**src/rtl/cpu_types_pkg.sv**
```systemverilog
// cpu_types_pkg: shared datapath types for the five-stage pipeline
package cpu_types_pkg;
  typedef logic [4:0] regbits_t;
endpackage

```
**src/rtl/hazard_pkg.sv**
```systemverilog
// hazard_pkg: hazard controller states, per-register control pair and common settings
package hazard_pkg;
  typedef enum logic [1:0] {RUN, DWAIT, DRAIN, HALTED} hz_state_t;
  typedef struct packed {
    logic en;
    logic flush;
  } stage_ctl_t;
  localparam stage_ctl_t ADV  = '{en: 1'b1, flush: 1'b0};
  localparam stage_ctl_t HOLD = '{en: 1'b0, flush: 1'b0};
  localparam stage_ctl_t BUB  = '{en: 1'b1, flush: 1'b1};
  localparam stage_ctl_t RST_CTL = '{en: 1'b0, flush: 1'b1};
endpackage

```
**src/rtl/pipe_hazard_ctrl_if.sv**
```systemverilog
// pipe_hazard_ctrl_if: datapath taps into the hazard controller and its register controls.
// HAZARD_PERF_EN adds the stall/dwait/squash performance counters.
interface pipe_hazard_ctrl_if;
  import cpu_types_pkg::*;
  logic ihit, dhit, dmemREN_MEM, dmemWEN_MEM, memtoReg_EX;
  regbits_t final_wsel_EX, rs_ID, rt_ID;
  logic uses_rt_ID, branch_taken_EX, halt_MEM;
  logic pc_en, ifid_en, ifid_flush, idex_en, idex_flush;
  logic exmem_en, exmem_flush, memwb_en, memwb_flush, halt;
`ifdef HAZARD_PERF_EN
  logic [31:0] stall_cnt, dwait_cnt, squash_cnt;
  modport master (
    input  ihit, dhit, dmemREN_MEM, dmemWEN_MEM, memtoReg_EX, final_wsel_EX, rs_ID, rt_ID,
           uses_rt_ID, branch_taken_EX, halt_MEM,
    output pc_en, ifid_en, ifid_flush, idex_en, idex_flush, exmem_en, exmem_flush,
           memwb_en, memwb_flush, halt, stall_cnt, dwait_cnt, squash_cnt
  );
  modport slave (
    output ihit, dhit, dmemREN_MEM, dmemWEN_MEM, memtoReg_EX, final_wsel_EX, rs_ID, rt_ID,
           uses_rt_ID, branch_taken_EX, halt_MEM,
    input  pc_en, ifid_en, ifid_flush, idex_en, idex_flush, exmem_en, exmem_flush,
           memwb_en, memwb_flush, halt, stall_cnt, dwait_cnt, squash_cnt
  );
`else
  modport master (
    input  ihit, dhit, dmemREN_MEM, dmemWEN_MEM, memtoReg_EX, final_wsel_EX, rs_ID, rt_ID,
           uses_rt_ID, branch_taken_EX, halt_MEM,
    output pc_en, ifid_en, ifid_flush, idex_en, idex_flush, exmem_en, exmem_flush,
           memwb_en, memwb_flush, halt
  );
  modport slave (
    output ihit, dhit, dmemREN_MEM, dmemWEN_MEM, memtoReg_EX, final_wsel_EX, rs_ID, rt_ID,
           uses_rt_ID, branch_taken_EX, halt_MEM,
    input  pc_en, ifid_en, ifid_flush, idex_en, idex_flush, exmem_en, exmem_flush,
           memwb_en, memwb_flush, halt
  );
`endif
endinterface

```
**src/rtl/hazard_detect.sv**
```systemverilog
// hazard_detect: load-use comparator between the EX load destination and ID sources
module hazard_detect
  import cpu_types_pkg::*;
(
  input  logic     mem_to_reg,
  input  regbits_t wsel,
  input  regbits_t rs,
  input  regbits_t rt,
  input  logic     uses_rt,
  output logic     lu_hazard
);
  assign lu_hazard = mem_to_reg & (wsel != '0) & ((wsel == rs) | (uses_rt & (wsel == rt)));
endmodule

```
**src/rtl/pipe_hazard_ctrl.sv**
```systemverilog
// pipe_hazard_ctrl: pipeline register enable/flush sequencer (stalls, squashes, memory waits, halt drain).
// HAZARD_PERF_EN adds stall/dwait/squash performance counters.
module pipe_hazard_ctrl
  import hazard_pkg::*;
#(
  parameter int DRAIN_CYCLES = 2
) (
  input logic CLK,
  input logic RST,
  pipe_hazard_ctrl_if.master bus
);
  localparam int CW = DRAIN_CYCLES > 1 ? $clog2(DRAIN_CYCLES) : 1;
  hz_state_t state, nxt;
  logic [CW-1:0] cnt;
  logic halt_q, lu, freeze, drain_start, ev_stall, ev_squash, ev_dwait, pc;
  stage_ctl_t ifid, idex, exmem, memwb;
  hazard_detect u_detect (
    .mem_to_reg(bus.memtoReg_EX),
    .wsel      (bus.final_wsel_EX),
    .rs        (bus.rs_ID),
    .rt        (bus.rt_ID),
    .uses_rt   (bus.uses_rt_ID),
    .lu_hazard (lu)
  );
  // DWAIT keys only on dhit; RUN needs an outstanding access to freeze
  assign freeze = (state == DWAIT) ? ~bus.dhit
                : (state == RUN) & (bus.dmemREN_MEM | bus.dmemWEN_MEM) & ~bus.dhit;
  assign drain_start = ~RST & (state == RUN) & bus.halt_MEM;
  always_comb begin
    pc = 1'b1;
    ifid = ADV;
    idex = ADV;
    exmem = ADV;
    memwb = ADV;
    nxt = state;
    ev_stall = 1'b0;
    ev_squash = 1'b0;
    ev_dwait = 1'b0;
    if (RST) begin
      pc = 1'b0;
      ifid = RST_CTL;
      idex = RST_CTL;
      exmem = RST_CTL;
      memwb = RST_CTL;
      nxt = RUN;
    end else if (state == HALTED) begin
      pc = 1'b0;
      ifid = HOLD;
      idex = HOLD;
      exmem = HOLD;
      memwb = HOLD;
    end else if (state == DRAIN || drain_start) begin
      pc = 1'b0;
      ifid = BUB;
      idex = BUB;
      exmem = BUB;
      nxt = drain_start ? DRAIN : (cnt == '0) ? HALTED : DRAIN;
    end else if (freeze) begin
      pc = 1'b0;
      ifid = HOLD;
      idex = HOLD;
      exmem = HOLD;
      memwb = HOLD;
      nxt = DWAIT;
      ev_dwait = 1'b1;
    end else begin
      nxt = RUN;
      ev_dwait = state == DWAIT;
      // a squashed ID instruction cannot stall, so the branch outranks load-use
      if (bus.branch_taken_EX) begin
        ifid = BUB;
        idex = BUB;
        ev_squash = 1'b1;
      end else if (lu) begin
        pc = 1'b0;
        ifid = HOLD;
        idex = BUB;
        ev_stall = 1'b1;
      end else if (!bus.ihit) begin
        pc = 1'b0;
        ifid = BUB;
      end
    end
  end
  always_ff @(posedge CLK) begin
    if (RST) begin
      state <= RUN;
      cnt <= '0;
      halt_q <= 1'b0;
    end else begin
      state <= nxt;
      cnt <= drain_start ? CW'(DRAIN_CYCLES - 1) : (state == DRAIN && cnt != '0) ? cnt - 1'b1 : cnt;
      halt_q <= halt_q | (state == DRAIN && cnt == '0);
    end
  end
`ifdef HAZARD_PERF_EN
  always_ff @(posedge CLK) begin
    if (RST) begin
      bus.stall_cnt <= '0;
      bus.dwait_cnt <= '0;
      bus.squash_cnt <= '0;
    end else begin
      bus.stall_cnt <= bus.stall_cnt + 32'(ev_stall);
      bus.dwait_cnt <= bus.dwait_cnt + 32'(ev_dwait);
      bus.squash_cnt <= bus.squash_cnt + 32'(ev_squash);
    end
  end
`endif
  assign bus.pc_en = pc;
  assign bus.ifid_en = ifid.en;
  assign bus.ifid_flush = ifid.flush;
  assign bus.idex_en = idex.en;
  assign bus.idex_flush = idex.flush;
  assign bus.exmem_en = exmem.en;
  assign bus.exmem_flush = exmem.flush;
  assign bus.memwb_en = memwb.en;
  assign bus.memwb_flush = memwb.flush;
  assign bus.halt = halt_q & ~RST;
endmodule

```
**src/flat_wrapper.sv**
```systemverilog
// flat-port wrapper written by rule: the top's interface ports become plain ports
module pipe_hazard_ctrl_flat import hazard_pkg::*;
#(
  parameter int DRAIN_CYCLES = 2
)
  (CLK, RST, bus_ihit, bus_dhit, bus_dmemREN_MEM, bus_dmemWEN_MEM, bus_memtoReg_EX, bus_final_wsel_EX, bus_rs_ID, bus_rt_ID, bus_uses_rt_ID, bus_branch_taken_EX, bus_halt_MEM, bus_pc_en, bus_ifid_en, bus_ifid_flush, bus_idex_en, bus_idex_flush, bus_exmem_en, bus_exmem_flush, bus_memwb_en, bus_memwb_flush, bus_halt);
  pipe_hazard_ctrl_if bus_i ();
  input logic CLK;
  input logic RST;
  input wire logic [$bits(bus_i.ihit)-1:0] bus_ihit;
  input wire logic [$bits(bus_i.dhit)-1:0] bus_dhit;
  input wire logic [$bits(bus_i.dmemREN_MEM)-1:0] bus_dmemREN_MEM;
  input wire logic [$bits(bus_i.dmemWEN_MEM)-1:0] bus_dmemWEN_MEM;
  input wire logic [$bits(bus_i.memtoReg_EX)-1:0] bus_memtoReg_EX;
  input wire logic [$bits(bus_i.final_wsel_EX)-1:0] bus_final_wsel_EX;
  input wire logic [$bits(bus_i.rs_ID)-1:0] bus_rs_ID;
  input wire logic [$bits(bus_i.rt_ID)-1:0] bus_rt_ID;
  input wire logic [$bits(bus_i.uses_rt_ID)-1:0] bus_uses_rt_ID;
  input wire logic [$bits(bus_i.branch_taken_EX)-1:0] bus_branch_taken_EX;
  input wire logic [$bits(bus_i.halt_MEM)-1:0] bus_halt_MEM;
  output wire logic [$bits(bus_i.pc_en)-1:0] bus_pc_en;
  output wire logic [$bits(bus_i.ifid_en)-1:0] bus_ifid_en;
  output wire logic [$bits(bus_i.ifid_flush)-1:0] bus_ifid_flush;
  output wire logic [$bits(bus_i.idex_en)-1:0] bus_idex_en;
  output wire logic [$bits(bus_i.idex_flush)-1:0] bus_idex_flush;
  output wire logic [$bits(bus_i.exmem_en)-1:0] bus_exmem_en;
  output wire logic [$bits(bus_i.exmem_flush)-1:0] bus_exmem_flush;
  output wire logic [$bits(bus_i.memwb_en)-1:0] bus_memwb_en;
  output wire logic [$bits(bus_i.memwb_flush)-1:0] bus_memwb_flush;
  output wire logic [$bits(bus_i.halt)-1:0] bus_halt;
  assign bus_i.ihit = bus_ihit;
  assign bus_i.dhit = bus_dhit;
  assign bus_i.dmemREN_MEM = bus_dmemREN_MEM;
  assign bus_i.dmemWEN_MEM = bus_dmemWEN_MEM;
  assign bus_i.memtoReg_EX = bus_memtoReg_EX;
  assign bus_i.final_wsel_EX = bus_final_wsel_EX;
  assign bus_i.rs_ID = bus_rs_ID;
  assign bus_i.rt_ID = bus_rt_ID;
  assign bus_i.uses_rt_ID = bus_uses_rt_ID;
  assign bus_i.branch_taken_EX = bus_branch_taken_EX;
  assign bus_i.halt_MEM = bus_halt_MEM;
  assign bus_pc_en = bus_i.pc_en;
  assign bus_ifid_en = bus_i.ifid_en;
  assign bus_ifid_flush = bus_i.ifid_flush;
  assign bus_idex_en = bus_i.idex_en;
  assign bus_idex_flush = bus_i.idex_flush;
  assign bus_exmem_en = bus_i.exmem_en;
  assign bus_exmem_flush = bus_i.exmem_flush;
  assign bus_memwb_en = bus_i.memwb_en;
  assign bus_memwb_flush = bus_i.memwb_flush;
  assign bus_halt = bus_i.halt;
  pipe_hazard_ctrl #(.DRAIN_CYCLES(DRAIN_CYCLES)) u_core (.CLK(CLK), .RST(RST), .bus(bus_i));
endmodule
```
**config.mk**
```make
export PLATFORM = sky130hd
export DESIGN_NAME = pipe_hazard_ctrl_flat
export DESIGN_NICKNAME = d
export VERILOG_FILES = /design/src/rtl/cpu_types_pkg.sv /design/src/rtl/hazard_pkg.sv /design/src/rtl/pipe_hazard_ctrl_if.sv /design/src/rtl/hazard_detect.sv /design/src/rtl/pipe_hazard_ctrl.sv /design/src/flat_wrapper.sv
export SDC_FILE = /design/constraint.sdc
export NUM_CORES = 1
export LEC_CHECK = 0
export BUFFER_PORTS_ARGS = -buffer_cell sky130_fd_sc_hd__buf_2
export CORE_AREA = 2 2 39 41
export DETAILED_ROUTE_END_ITERATION = 6
export DIE_AREA = 0 0 41 43
export GPL_ROUTABILITY_DRIVEN = 0
export PLACE_DENSITY = 0.7
export SLEW_MARGIN = 20
export SYNTH_ARGS = -nofsm -noshare
export SYNTH_HDL_FRONTEND = slang
export SYNTH_HIERARCHICAL = 1
export SYNTH_SLANG_ARGS = --single-unit
```
**constraint.sdc**
```tcl
create_clock -name CLK -period 1.6 [get_ports CLK]
set_input_delay 0.16 -clock CLK [delete_from_list [all_inputs] [get_ports CLK]]
set_output_delay 0.16 -clock CLK [all_outputs]
set_load 0.01 [all_outputs]
```
# Word level (Yosys, flattened, before mapping)

Cells that the tools add are included.

Add/sub/neg operators: 1
Equality and inequality tests: 5
Mux-type cells: 34
Bitwise operators: 14
Reduce and logical (&&, ||, !) cells: 6

Operator list:

| kind                                                 | count |
|---|---|
| 2-to-1 mux 2 bit                                     | 20 |
| 2-to-1 mux 1 bit                                     | 14 |
| equality test 5 bit                                  | 2 |
| AND 1 bit                                            | 8 |
| nonzero test 5 bit                                   | 1 |
| equality test 2 bit (second input constant)          | 2 |
| NOT 1 bit                                            | 3 |
| bitwise OR 1 bit                                     | 3 |
| equality test 2 x 1 -> 1 bit (second input constant) | 1 |
| logical AND 1 bit                                    | 2 |
| zero test 2 bit                                      | 1 |
| nonzero test 2 bit                                   | 1 |
| logical OR 1 bit                                     | 1 |
| subtractor 1 bit (second input constant)             | 1 |

Register bits after elaboration: 4
Output and inout port bits: 10
Word-level logic and storage cells: 63

# Depth between registers and ports, before layout

Word-level depth: 10
Depth in mapped cells: 7

# Modules after synthesis

The synthesis kept the hierarchy.

By module, submodules not included:

| module           | instances | cells each | area an instance (µm²) | sequential area each (µm²) |
|---|---|---|---|---|
| pipe_hazard_ctrl | 1         | 41         | 310.3                  | 80.1 |
| hazard_detect    | 1         | 17         | 132.6                  | 0.0 |

# Least setup slack after synthesis

No wires, ideal clock.

Path kind: input to output
Start: input port bus_final_wsel_EX[1]
End: output port bus_pc_en
Arrival time: 1.293 ns
Required time: 1.440 ns
Path slack: 0.147 ns
Stages on the path: 6
Path buffers: 0
Cells stage by stage: or4_1 > o21ai_1 > a21oi_1 > inv_1 > a21oi_1 > nor4b_2

Cells in the longest elaborated chain, start to end: 10
Elaborated cells on any way between the ends: 13
Classes of those cells: eq/ne: 2; mux: 6; bitwise: 4; reduce/logical: 1

RTL lines:

| element             | RTL line               | text |
|---|---|---|
| from (decl)         | flat_wrapper.sv:15     | `input wire logic [$bits(bus_i.final_wsel_EX)-1:0] bus_final_wsel_EX;` |
| equality test 5 bit | hazard_detect.sv:12    | `assign lu_hazard = mem_to_reg & (wsel != '0) & ((wsel == rs) \| (uses_rt & (wsel == rt)));` |
| AND 1 bit           | hazard_detect.sv:12    |  |
| bitwise OR 1 bit    | hazard_detect.sv:12    |  |
| AND 1 bit *         | hazard_detect.sv:12    |  |
| via u_core.lu       | pipe_hazard_ctrl.sv:15 | `logic halt_q, lu, freeze, drain_start, ev_stall, ev_squash, ev_dwait, pc;` |
| 2-to-1 mux 1 bit *  | pipe_hazard_ctrl.sv:74 | `end else if (lu) begin` |
| 2-to-1 mux 1 bit *  | pipe_hazard_ctrl.sv:70 | `if (bus.branch_taken_EX) begin` |
| 2-to-1 mux 1 bit *  | pipe_hazard_ctrl.sv:58 | `end else if (freeze) begin` |
| 2-to-1 mux 1 bit *  | pipe_hazard_ctrl.sv:52 | `end else if (state == DRAIN \|\| drain_start) begin` |
| 2-to-1 mux 1 bit *  | pipe_hazard_ctrl.sv:46 | `end else if (state == HALTED) begin` |
| 2-to-1 mux 1 bit *  | pipe_hazard_ctrl.sv:39 | `if (RST) begin` |
| to (decl)           | flat_wrapper.sv:21     | `output wire logic [$bits(bus_i.pc_en)-1:0] bus_pc_en;` |

Mark *: on every way through the listed nets, which the timed path passes. The rest lies on a longest branch.

# Final worst setup path

Same ends and word-level chain as after synthesis.

==> metrics.log <==
[metrics] status: finished, violations left
[metrics] violated checks: setup timing
[metrics] warning count from the yosys run: 6
[metrics] clock network power share: 29.0%
[metrics] # H-tree levels: 1
[metrics] final hold viol count: 0
[metrics] critical register-to-register path startpoint: u_core/state[0]
[metrics] fraction of layout cells with a size suffix above 1: 58.9%
[metrics] share of the synthesized area in the top cell type: 18.1%
[metrics] class of the most critical hold timing path: input port to flip-flop
[metrics] top cell types by occurrence after synthesis: 7 x sky130_fd_sc_hd__nor2_1, 7 x sky130_fd_sc_hd__xor2_1, 5 x sky130_fd_sc_hd__a21oi_1
[metrics] maximum vdd drop: 0.510 mV
[metrics] post-CTS setup-driven buffer insertion count: 0
[metrics] routed via count: 548
[metrics] average wire per standard cell: 12.6 um
[metrics] clock-pin slew of the registers on the worst-case setup and hold paths: 0.04 ns
[metrics] data arrival time of the worst path: 1.51 ns
[metrics] setup repair after global routing missed its margin: yes
[metrics] Routed Antenna Nets: 0
[metrics] distinct cell type count after synthesis: 26
[metrics] Switch Pwr: 140 uW
[metrics] violation count after the first detailed-route iteration: 1
[metrics] total nets after synthesis: 83
[metrics] final core occ: 54.2%
[metrics] number of buffers between clock root and the deepest sink: 2
[metrics] crit path capture type: output pin
[metrics] Int Power: 298 uW
[metrics] Power per Cell Area: 583 mW/mm^2
[metrics] via count of the first global-routing pass: 534
[metrics] wire length of the first global-routing pass: 1840 um
[metrics] max frequency: 600 MHz
[metrics] cell count after synthesis: 58
[metrics] Clock Sinks: 4
[metrics] Area Growth Syn to Fin: 69.2%
[metrics] dominant cell type by area after synthesis: sky130_fd_sc_hd__dfxtp_1
[metrics] final slew viol count: 0
[metrics] Max Fanout on Critical Path: 3
[metrics] Chip Height: 43 um
[metrics] CTS buffer count: 3
[metrics] maximum number of pins on one net before global-route repair: 13
[metrics] remaining global-route overflow: 0
[metrics] sequential share of power: 27.1%
[metrics] Vias per Instance: 4.94
[metrics] CTS tree: built
[metrics] switching share of power: 31.9%
[metrics] Worst setup SP type: input port
[metrics] final worst hold slack: 0.235 ns
[metrics] cell row count: 14
[metrics] DRC violation count after routing: 0
[metrics] Tightest Pin Transition: 0.282 ns
[metrics] Final Setup Violations: 2
[metrics] Filler Cell Count: 148
[metrics] starting utilization of the core area: 32.0%
[metrics] number of buffer cells added on primary ports: 34
[metrics] Avg Cell Area, Syn: 7.64 sq um
[metrics] Top Ports: 35
[metrics] leakage power figure: 0.000339 uW
[metrics] final cycle utilization of the critical path: 104%
[metrics] final critical path time including I/O delays and setup: 1.67 ns
[metrics] placeable core region: 0.00138 sq mm
[metrics] final critical-path setup slack: -0.0657 ns
[metrics] combinational fraction of design power: 43.9%
[metrics] worst setup path class: input port to output pin
[metrics] root buffer cell: sky130_fd_sc_hd__clkbuf_4
[metrics] clk_skew: 0.00282 ns
[metrics] total number of nets in the final design: 122
[metrics] # hold bufs at CTS: 0
[metrics] number of antenna violations at the first check in global routing: 0
[metrics] First-pass DRT Iterations: 2
[metrics] HP Start: RST
[metrics] clock latency of the later-clocked register in the worst-skew pair: 0.24 ns
[metrics] Horiz. Die Dim: 41 um
[metrics] HPWL Detailed: 1020 um
[metrics] n_diodes: 0
[metrics] fraction of registers with async set or reset after synthesis: 0%
[metrics] post-synthesis sequential element count: 4
[metrics] most frequently used flop master after synthesis: sky130_fd_sc_hd__dfxtp_1
[metrics] Total Die Area: 0.00176 sq mm
[metrics] CP Data Required Time: 1.44 ns
[metrics] netlist area before placement: 443 sq um
[metrics] overall routing resource usage: 15.2%
[metrics] max-capacitance violation count: 0
[metrics] headroom to the max-slew limit: 81.1%
[metrics] final wirelength: 1400 um
[metrics] synth top area cells: sky130_fd_sc_hd__dfxtp_1 18%, sky130_fd_sc_hd__xor2_1 14%, sky130_fd_sc_hd__nor2_1 5.9%
[metrics] sequential-to-total area share from yosys stat: 18.1%
[metrics] launching element of the worst setup path: bus_final_wsel_EX[1]
[metrics] EDFF count, synth: 0
[placed cells by master (no fill, tap or decap), drive strengths merged]
| cell | Yosys | final |
|---|---|---|
| o22ai | 1 | 1 |
| nor2b | 2 | 2 |
| dfxtp | 4 | 4 |
| a2111o | 1 | 1 |
| nor4 | 1 | 1 |
| clkbuf | 1 | 3 |
| xnor2 | 3 | 3 |
| and2b | 2 | 2 |
| o21a | 3 | 3 |
| inv | 3 | 3 |
| nor2 | 7 | 7 |
| buf | 3 | 38 |
| o21ai | 2 | 2 |
| o21ba | 1 | 1 |
| o21bai | 1 | 1 |
| xor2 | 7 | 7 |
| or4 | 1 | 1 |
| nand3 | 2 | 2 |
| a21oi | 5 | 5 |
| or2 | 1 | 1 |
| nor4b | 1 | 1 |
| or3 | 1 | 1 |
| nor3 | 5 | 5 |
[logic make-up (layout without fill, tap and decap cells)]
logic type / Yosys count / count (layout) / share of synthesized area [%]
AND/OR/NAND/NOR: 23 / 23 / 32.8
AO/OA/AOI/OAI: 14 / 14 / 20.9
XOR/XNOR: 10 / 10 / 19.8
buffers and inverters: 7 / 44 / 8.47
flip-flops: 4 / 4 / 18.1
[through the flow]
stage | total power, uW | std cells | worst slack, ns | TNS [ns] | cell area, sq um
floorplan | 218 | 58 | 0.147 | 0 | 443
global placement | 285 | 108 | -0.0761 | -0.131 | 637
detailed placement | 288 | 108 | -0.100 | -0.165 | 637
CTS | 427 | 111 | -0.0746 | -0.0746 | 697
global route | 470 | 111 | -0.136 | -0.374 | 749
finish | 437 | 111 | -0.0657 | -0.0841 | 749
[timing repair]
| item | in CTS | in global routing |
|---|---|---|
| gates resized for setup | 10 | 13 |
| pin swaps | 7 | 8 |
| setup endpoints to repair | 4 | 4 |
[cell type report]
type | count | area (sq um) | share of cell area [%]
flip-flops and latches | 4 | 85.1 | 11.4
well taps | 16 | 20.0 | 2.67
multi-input cells | 47 | 358 | 47.7
repair buffers | 38 | 253 | 33.7
clock buffers | 3 | 22.5 | 3.01
inverters | 3 | 11.3 | 1.50
[layer usage]
layer	global-route usage, %	up-vias	routed length [um]
met4	8.00	0	17
met5	0	-	0
met1	12.9	251	452
met2	28.7	23	796
li1	-	272	-
met3	3.66	2	134
[state kept, by name, indices dropped and copies added (netlist names)]
| signal | flops |
|---|---|
| u_core/state | 2 |
| u_core/halt_q | 1 |
| u_core/cnt | 1 |
[power by group through the flow]
stage | sequential, uW | clock [uW] | combinational [uW]
after floorplan | 118 | 0 | 101
after global placement | 119 | 0 | 165
after detailed placement | 120 | 0 | 168
after CTS | 119 | 130 | 179
after global routing | 121 | 139 | 210
final | 119 | 127 | 192
[final timing paths]
kind,end,slack [ns],depth (start not counted)
worst max-delay path,bus_pc_en,-0.07,8
worst min-delay path,u_core/halt_q,0.23,2
worst max register to register,u_core/state[0],0.61,3
worst min register to register,u_core/halt_q,0.47,2
[critical path, stage by stage]
cell and delay (ns):
sky130_fd_sc_hd__buf_8 0.10, sky130_fd_sc_hd__or4_4 0.52, sky130_fd_sc_hd__o21ai_2 0.15, sky130_fd_sc_hd__a21oi_2 0.05, sky130_fd_sc_hd__inv_1 0.08, sky130_fd_sc_hd__a21oi_2 0.06, sky130_fd_sc_hd__nor4b_2 0.22, sky130_fd_sc_hd__buf_2 0.17
Power figures use the tool's default switching activity.
